[config.mk]
export PLATFORM = sky130hd
export DESIGN_NAME = avalon_block_read_master
export DESIGN_NICKNAME = d
export VERILOG_FILES = /design/src/rtl/avalon_block_read_master.sv
export SDC_FILE = /design/constraint.sdc
export NUM_CORES = 1
export LEC_CHECK = 0
export CAP_MARGIN = 30
export CELL_PAD_IN_SITES_DETAIL_PLACEMENT = 1
export CELL_PAD_IN_SITES_GLOBAL_PLACEMENT = 1
export CORE_UTILIZATION = 30
export CTS_CLUSTER_SIZE = 8
export DETAILED_ROUTE_END_ITERATION = 12
export PLACE_DENSITY = 0.7
export SLEW_MARGIN = 20
export SYNTH_ARGS = -nofsm -noshare
export SYNTH_HDL_FRONTEND = slang
export SYNTH_SLANG_ARGS = --single-unit
[constraint.sdc]
create_clock -name clock -period 3.4 [get_ports clock]
set_clock_uncertainty 0.2 [all_clocks]
set_input_delay 0.34 -clock clock [delete_from_list [all_inputs] [get_ports clock]]
set_output_delay 0.34 -clock clock [all_outputs]
set_load 0.02 [all_outputs]
[src/rtl/avalon_block_read_master.sv]
// Avalon-MM block read master with a checksum accumulator.
// NIOS programs base/length through a 4-register slave port and starts the
// engine. The engine reads consecutive 32-bit words one at a time, sums them
// modulo 2^32 and raises a sticky level interrupt when the block is finished.
module avalon_block_read_master #(
    parameter int LEN_WIDTH = 16
) (
    input  logic                 clock,
    input  logic                 resetn,
    input  logic [1:0]           address,
    input  logic                 chipselect,
    input  logic                 read,
    input  logic                 write,
    output logic [31:0]          readdata,
    input  logic [31:0]          writedata,
    output logic [31:0]          master_address,
    output logic                 master_read,
    input  logic                 master_waitrequest,
    input  logic [31:0]          master_readdata,
    input  logic                 master_readdatavalid,
    output logic                 done_irq
);

    typedef enum logic [1:0] {
        ST_IDLE      = 2'd0,
        ST_ISSUE     = 2'd1,
        ST_WAIT_DATA = 2'd2,
        ST_DONE      = 2'd3
    } state_e;

    localparam logic [LEN_WIDTH-1:0] LEN_ZERO = '0;
    localparam logic [LEN_WIDTH-1:0] LEN_ONE  = {{(LEN_WIDTH-1){1'b0}}, 1'b1};

    state_e                 state_q, state_d;
    logic [31:0]            base_q, base_d;
    logic [LEN_WIDTH-1:0]   length_q, length_d;
    logic [LEN_WIDTH-1:0]   count_q, count_d;
    logic [31:0]            sum_q, sum_d;
    logic [31:0]            addr_q, addr_d;
    logic                   mread_q, mread_d;
    logic                   irq_q, irq_d;
    logic [31:0]            rdata_q, rdata_d;

    logic                   wr_s;
    logic                   rd_s;
    logic                   busy_s;
    logic                   start_s;
    logic                   irq_clr_s;
    logic [LEN_WIDTH-1:0]   count_inc_s;

    // Decode slave strobes; start is only honoured when the engine is idle.
    always_comb begin
        wr_s        = chipselect & write;
        rd_s        = chipselect & read;
        busy_s      = (state_q != ST_IDLE);
        start_s     = wr_s && (address == 2'd2) && writedata[0] && !busy_s;
        irq_clr_s   = wr_s && (address == 2'd2) && writedata[1];
        count_inc_s = count_q + LEN_ONE;
    end

    // Next-state logic: config registers, FSM, master outputs and interrupt.
    always_comb begin
        state_d  = state_q;
        base_d   = base_q;
        length_d = length_q;
        count_d  = count_q;
        sum_d    = sum_q;
        addr_d   = addr_q;
        mread_d  = mread_q;
        irq_d    = irq_q;

        if (wr_s && !busy_s && (address == 2'd0)) begin
            base_d = {writedata[31:2], 2'b00};
        end else begin
            base_d = base_q;
        end

        if (wr_s && !busy_s && (address == 2'd1)) begin
            length_d = writedata[LEN_WIDTH-1:0];
        end else begin
            length_d = length_q;
        end

        // Clear is evaluated first so the DONE-cycle set below overrides it.
        if (irq_clr_s) begin
            irq_d = 1'b0;
        end else begin
            irq_d = irq_q;
        end

        case (state_q)
            ST_IDLE: begin
                if (start_s) begin
                    sum_d   = 32'd0;
                    count_d = LEN_ZERO;
                    addr_d  = base_q;
                    if (length_q == LEN_ZERO) begin
                        state_d = ST_DONE;
                        mread_d = 1'b0;
                    end else begin
                        state_d = ST_ISSUE;
                        mread_d = 1'b1;
                    end
                end else begin
                    state_d = ST_IDLE;
                end
            end
            ST_ISSUE: begin
                if (!master_waitrequest) begin
                    state_d = ST_WAIT_DATA;
                    mread_d = 1'b0;
                end else begin
                    state_d = ST_ISSUE;
                    mread_d = 1'b1;
                end
            end
            ST_WAIT_DATA: begin
                if (master_readdatavalid) begin
                    sum_d   = sum_q + master_readdata;
                    count_d = count_inc_s;
                    addr_d  = addr_q + 32'd4;
                    if (count_inc_s == length_q) begin
                        state_d = ST_DONE;
                        mread_d = 1'b0;
                    end else begin
                        state_d = ST_ISSUE;
                        mread_d = 1'b1;
                    end
                end else begin
                    state_d = ST_WAIT_DATA;
                end
            end
            ST_DONE: begin
                irq_d   = 1'b1;
                state_d = ST_IDLE;
            end
            default: begin
                state_d = ST_IDLE;
                mread_d = 1'b0;
            end
        endcase
    end

    // Slave read mux; the result is captured one edge later.
    always_comb begin
        rdata_d = rdata_q;
        if (rd_s) begin
            case (address)
                2'd0:    rdata_d = base_q;
                2'd1:    rdata_d = 32'(length_q);
                2'd2:    rdata_d = {30'd0, irq_q, busy_s};
                2'd3:    rdata_d = sum_q;
                default: rdata_d = 32'd0;
            endcase
        end else begin
            rdata_d = rdata_q;
        end
    end

    // State and output registers with asynchronous active-low reset.
    always_ff @(posedge clock or negedge resetn) begin
        if (!resetn) begin
            state_q  <= ST_IDLE;
            base_q   <= 32'd0;
            length_q <= LEN_ZERO;
            count_q  <= LEN_ZERO;
            sum_q    <= 32'd0;
            addr_q   <= 32'd0;
            mread_q  <= 1'b0;
            irq_q    <= 1'b0;
            rdata_q  <= 32'd0;
        end else begin
            state_q  <= state_d;
            base_q   <= base_d;
            length_q <= length_d;
            count_q  <= count_d;
            sum_q    <= sum_d;
            addr_q   <= addr_d;
            mread_q  <= mread_d;
            irq_q    <= irq_d;
            rdata_q  <= rdata_d;
        end
    end

    assign readdata       = rdata_q;
    assign master_address = addr_q;
    assign master_read    = mread_q;
    assign done_irq       = irq_q;

endmodule
==> flow_summary.ini, run 1 <==
[logic_synthesis]
yosys.area.top_type_share_pct = 41.67
synthFlopType = dfrtp_1
synth_xor_area_share_pct = 3.190
yosys.area_share.simple_pct = 15.17
ys_warn_count = 0
synth_most_common_cell = dfrtp_1
synth_compound_area_share_pct = 22.36
synthMuxAreaShare_pct = 9.036
syn-cell-area_mm2 = 0.009609
yosysTopAreaCell = dfrtp_1
ys_ff_latch = 160
synth_top_family_by_area = compound AO/OA/AOI/OAI gates
synth_cells = 1024
synthTopCellsByArea = dfrtp_1 (42%), mux2_2 (7.3%), a21oi_1 (5.2%)
synthArstFlopShare_pct = 100.0
synth_edf_count = 0
yosys-top-cells-count = dfrtp_1 (160), nand2_1 (107), a21oi_1 (99)
synthAdderAreaFrac_pct = 5.026
ys_seq_area_share_pct = 41.67
synth.distinct_cells = 74
avgSynthCellArea_um2 = 9.384

[cells_and_area]
nets = 1263
area_delta_synth_final_pct = 26.21
fillCellCount = 3607
multi_input_area_mm2 = 0.005291
drive_gt1_share_pct = 13.39
seq_area_mm2 = 0.004004
post-route-cell-area_mm2 = 0.01213
antenna_cells = 0

[critical_path]
path_max_fanout = 3
critPathLaunchType = flip-flop
critPathSlowestCell = dfrtp_1
critPathCaptureType = flip-flop
worstPathCellList = ha_1, fa_1, a21oi_1, o211ai_1, nand4_1, a31oi_1, o311a_1, or3_1, a32o_1
crit_path_max_incr_delay_ps = 460
critPathRequiredTime_ps = 3520
crit_type = flip-flop to flip-flop
cp_data_arrival_time_ps = 3220
r2r_cells = 9

[placed_design]
portBuffers = 136
placed_area_mm2 = 0.01151
globalplace.congestion = 0.8838
dpl.hpwl_um = 23330

[detailed_routing]
final_antenna_net_count = 0
drtPass1Iterations = 5
first_iter_violations = 612
drc_errors = 0
dr_total_vias = 8552
via_per_inst = 5.458
finalWirelength_um = 31090
wl_per_cell_um = 19.84

[timing]
relSlewSlack_pct = 51.22
fin_tns_setup_ps = 0
setup_viol = 0
slew_viol_final = 0
fin_crit_sh_pct = 91.02
fmax_mhz = 323.1
layout_min_cycle_time_ps = 3095
worst_pin_slew_ps = 731.7
fin_hold_ws_ps = 277.6
rsz0062_at_grt = false
finalHoldViolations = 0

[power_and_ir_drop]
fin_total_pwr_w = 0.009534
leakagePower_nw = 5.102
power-per-cell-area_mw_per_mm2 = 786.2
max-vdd-ir-drop_mv = 0.3364

[clocking]
post_cts_buffers = 0
cts_root_buffer = clkbuf_16
cts-resized-gates = 0
clockBufferDepth = 2
htreeDepth = 4
path_clk_slew_ps = 80
cts_buffers = 17
worst_skew_pair.late_latency_ps = 430
cts_tree = yes
ctsHoldBuffers = 1
cts_sinks = 160

[floorplan]
fp.dieW_um = 181.0
start_util_pct = 30.45
ios = 139
core_area_mm2 = 0.03156
die_y_um = 181.0
dieArea_mm2 = 0.03275
row_count = 65

[global_route]
grt_use_total_pct = 19.39
grt_pass1_wl_um = 49820
grt_pass1_vias = 8669
global_route.overflow_total = 0
antenna_found_initial = 0
grt_max_degree = 73

[outcome]
status = completed

[job]
maxCapViolCount = 0

[worst_hold_path]
hold_class = primary input to async pin
-- flip-flops by register name, summed over array words and instances (netlist names) --
name	count
master_address	30
base_q	30
state_q	2
done_irq	1
sum_q	32
readdata	32
count_q	16
length_q	16
master_read	1
-- per-layer routing --
layer | track usage, % | vias to the layer above | wire [um]
li1 | - | 4080 | -
met1 | 28.70 | 4310 | 15610
met4 | 3.492 | 0 | 229
met2 | 30.36 | 147 | 14260
met5 | 0 | - | 0
met3 | 2.439 | 15 | 978
-- worst max-delay path, delay by kind of cell, from the launching register on --
family / cells / cell delay [ps]
fa+ha+maj: 2 / 640
compound gates: 5 / 1200
flops: 1 / 460
simple gates: 2 / 490
-- cells in the final DEF (no fill, tap or decap), types with 4 or more instances in the layout --
cell             instances
mux2_2                  62
or2_2                    6
o22ai_1                 32
ha_1                    37
o31ai_1                 13
a41oi_1                  4
a21oi_1                 98
a22o_1                   5
and2_1                   6
xor2_1                  19
nor4_1                   6
a22oi_1                 34
a211oi_1                 6
o21a_1                   4
nor2b_1                  5
a21o_1                  13
nor3_1                  17
nand4_1                 12
nand2_1                107
a31oi_1                  7
and3_1                  21
o21ai_0                 71
xnor2_1                 16
nor2_1                  61
o2111a_1                 4
o21bai_1                 5
nand3_1                 34
inv_1                   18
buf_4                   32
clkbuf_16               17
clkdlybuf4s50_1        135
mux2i_1                 17
dfrtp_1                160
-- layout make-up --
class                           instances  area share, %
Sequential cell                       160          33.01
Timing Repair Buffer                  171          13.63
Clock inverter                         13          1.455
Clock buffer                           19          3.570
Multi-Input combinational cell        784          43.63
Tap cell                              402          4.147
Inverter                               18         0.5571
-- cells by family (layout without fill, tap and decap cells) --
family / Yosys count / in the layout
xor gates and xnor gates: 35 / 35
AOI/OAI and AO/OA: 332 / 332
buffers and inverters: 81 / 221
and+or+nand+nor: 298 / 298
DFF: 160 / 160
muxes: 79 / 79
other: 1 / 2
adders and majority gates: 38 / 38
-- final timing paths --
kind / from / to / slack, ps
max: sum_q[0] / sum_q[28] / 310
min: resetn / master_address[26] / 280
max reg2reg: sum_q[0] / sum_q[28] / 310
min reg2reg: count_q[15] / count_q[15] / 330
max in group asynchronous: resetn / readdata[26] / 1850
min in group clock: writedata[19] / base_q[19] / 320
-- power by group --
part / switching (W) / total (W) / internal [W] / leakage [nW]
clock network: 0.000858 / 0.00203 / 0.00118 / 0.298
registers: 0.000979 / 0.00357 / 0.00259 / 1.99
logic: 0.00201 / 0.00393 / 0.00192 / 2.82
-- per-stage QoR --
stage	worst slack [ps]	utilization [%]	cells
after detailed placement	4.157	36.47	1534
after CTS	297.6	38.43	1567
after floorplan	640.6	-	1025
final	305.2	38.43	1567
after global placement	41.65	36.47	1534
after global routing	181.0	38.43	1567
Note: power is estimated with default switching activity, not from simulation.
==> run 2, diff against run 1 <==
--- a/config.mk
+++ b/config.mk
@@ -5,13 +5,16 @@
 export SDC_FILE = /design/constraint.sdc
 export NUM_CORES = 1
 export LEC_CHECK = 0
+export ABC_AREA = 1
 export CAP_MARGIN = 30
 export CELL_PAD_IN_SITES_DETAIL_PLACEMENT = 1
 export CELL_PAD_IN_SITES_GLOBAL_PLACEMENT = 1
 export CORE_UTILIZATION = 30
+export CTS_CLUSTER_DIAMETER = 50
 export CTS_CLUSTER_SIZE = 8
 export DETAILED_ROUTE_END_ITERATION = 12
-export PLACE_DENSITY = 0.7
+export GPL_TIMING_DRIVEN = 0
+export PLACE_DENSITY = 0.72
 export SLEW_MARGIN = 20
 export SYNTH_ARGS = -nofsm -noshare
 export SYNTH_HDL_FRONTEND = slang
==> run 2 against run 1 <==
Synthesized cell count rose by 32%. Setup slack improved by 500 ps. Die area rose by 3.7%. Critical endpoint is now sum_q[11]. Highest routed layer unchanged. First-iteration DRC count fell by 4.7%.
==> flow_summary.ini, run 2 <==
[logic_synthesis]
ys_seq_area_share_pct = 40.17
ys_warn_count = 0
yosys.area.top_type_share_pct = 40.17
synth_cells = 1352
synth.distinct_cells = 49
syn-cell-area_mm2 = 0.009967
synth_edf_count = 0
synthFlopType = dfrtp_1
synth_most_common_cell = nand2_1
synthArstFlopShare_pct = 100.0
avgSynthCellArea_um2 = 7.372
yosys-top-cells-count = nand2_1 (311), dfrtp_1 (160), a21oi_1 (140)
synthTopCellsByArea = dfrtp_1 (40%), nand2_1 (12%), a21oi_1 (7.0%)
yosysTopAreaCell = dfrtp_1
ys_ff_latch = 160

[timing]
fin_crit_sh_pct = 76.44
relSlewSlack_pct = 44.63
slew_viol_final = 0
worst_pin_slew_ps = 830.5
finalHoldViolations = 0
fmax_mhz = 384.8
layout_min_cycle_time_ps = 2599
fin_tns_setup_ps = 0
setup_viol = 0
rsz0062_at_grt = false

[critical_path]
reg2reg_setup_slack_ps = 800
path_max_fanout = 10
critPathLaunchType = flip-flop
critPathRequiredTime_ps = 3470
rr_startpoint = state_q[1]
crit_type = flip-flop to flip-flop
r2r_cells = 9
worstPathCellList = inv_1, ha_1, clkbuf_1, nand3_1, o21ai_1, nand2_2, inv_2, clkbuf_1, o21ai_0
cp_common_cell = clkbuf_1
critPathCaptureType = flip-flop
cp_data_arrival_time_ps = 2670
critPathSlowestCell = clkbuf_1
r2r_end = sum_q[11]
crit_path_max_incr_delay_ps = 510

[global_route]
antenna_found_initial = 0
grt_use_total_pct = 23.17
grt_pass1_wl_um = 59470
grt_pass1_vias = 10440
global_route.overflow_total = 0
grt_max_degree = 84

[placed_design]
dpl.hpwl_um = 30370
globalplace.congestion = 0.9000
placed_area_mm2 = 0.01192
portBuffers = 136

[clocking]
htreeDepth = 4
path_clk_slew_ps = 70
cts_root_buffer = clkbuf_16
cts_buffers = 17
cts_tree = yes
clockBufferDepth = 2
cts_sinks = 160
worst_skew_pair.late_latency_ps = 430
post_cts_buffers = 0

[power_and_ir_drop]
power-per-cell-area_mw_per_mm2 = 767.5
leakagePower_nw = 5.575
max-vdd-ir-drop_mv = 0.2783

[detailed_routing]
first_iter_violations = 583
finalWirelength_um = 38610
dr_total_vias = 10190
via_per_inst = 5.190
wl_per_cell_um = 19.66
final_antenna_net_count = 0
drtPass1Iterations = 5
drc_errors = 0

[floorplan]
dieArea_mm2 = 0.03396
ios = 139
start_util_pct = 30.56
die_y_um = 184.3
fp.dieW_um = 184.3
row_count = 66
core_area_mm2 = 0.03262

[cells_and_area]
final_common_cell = nand2_1
post-route-cell-area_mm2 = 0.01256
final_cell_mix = nand2_1 (311), dfrtp_1 (160), a21oi_1 (140), clkdlybuf4s50_1 (135), inv_1 (133)
drive_gt1_share_pct = 6.570
area_delta_synth_final_pct = 26.02
nets = 1621
antenna_cells = 0

[worst_hold_path]
min-delay-start = readdata[15]
min_to = readdata[15]
hold_class = flip-flop to flip-flop
min_delay_path_depth = 2

[outcome]
status = completed

[job]
maxCapViolCount = 0
## run 2: layout make-up
| cell class | instances | area [um^2] |
|---|---|---|
| buffer | 45 | 200.2 |
| timing repair buffer | 138 | 1404 |
| inverter | 139 | 521.8 |
| clock buffer | 20 | 456.7 |
| fill | 4007 | 20060 |
| tap | 442 | 553.0 |
| multi-input combinational | 1009 | 5245 |
| sequential | 160 | 4004 |
| clock inverter | 11 | 176.4 |
## run 2: worst max-delay path: cells and delay by family (launching register included)
family	cells	cell delay (ps)
buffers and inverters	4	1030
flip-flops	1	410
AND/OR/NAND/NOR	2	330
adder cells (fa/ha/maj)	1	130
AO/OA/AOI/OAI	2	310
## run 2: stage by stage
stage	setup WS, ps	utilization (%)	std cells	total power (W)	hold slack (ps)
floorplan	1332	-	1353	0.005713	-155.6
global placement	-5410	36.44	1931	0.007360	266.6
detailed placement	504.1	36.54	1932	0.007482	221.6
CTS	789.2	38.51	1964	0.009664	289.0
global route	516.5	38.51	1964	0.01027	319.8
finish	801.0	38.51	1964	0.009641	285.5
## run 2: how the worst max path moves through the flow
stage                            start                 end  slack (ps)  depth (start not counted)
floorplan            master_address[2]  master_address[24]        1330                         12
global placement                resetn           sum_q[30]       -5410                          1
detailed placement  master_readdata[2]           sum_q[27]         500                         10
CTS                         state_q[1]   master_address[5]         790                          9
global route                state_q[0]   master_address[5]         520                          9
finish                      state_q[1]           sum_q[11]         800                          9
## run 2: cell families (layout without fill, tap and decap cells)
kind of cell               count (synthesis)  after routing  share of synthesized area (%)
other                                      1              2                        0.03762
DFF                                      160            160                          40.17
AOI/OAI and AO/OA                        349            349                          18.96
muxes                                      6              6                         0.6778
adders and majority gates                 38             38                          4.846
and+or+nand+nor                          594            594                          26.31
buffers and inverters                    184            353                          7.243
xor gates and xnor gates                  20             20                          1.757
## run 2: repair_timing
| action | in CTS | in global routing |
|---|---|---|
| hold buffers | 1 | 0 |
| setup endpoints to repair | 0 | 0 |
| endpoints found under the hold margin | 82 | 0 |
| resized for setup | 0 | 0 |
## run 2: report_power, final
part	internal (W)	switching, W
logic	0.00158	0.00248
registers	0.00259	0.000860
clock network	0.00127	0.000852
## run 2: metal layers
metal  track usage [%]  up-vias  share of wire [%]
li1                  -     4846                  -
met1             31.56     5058                 47
met2             38.02      239                 46
met3             3.458       50                4.1
met4             6.467        0                2.1
met5                 0        -                  0
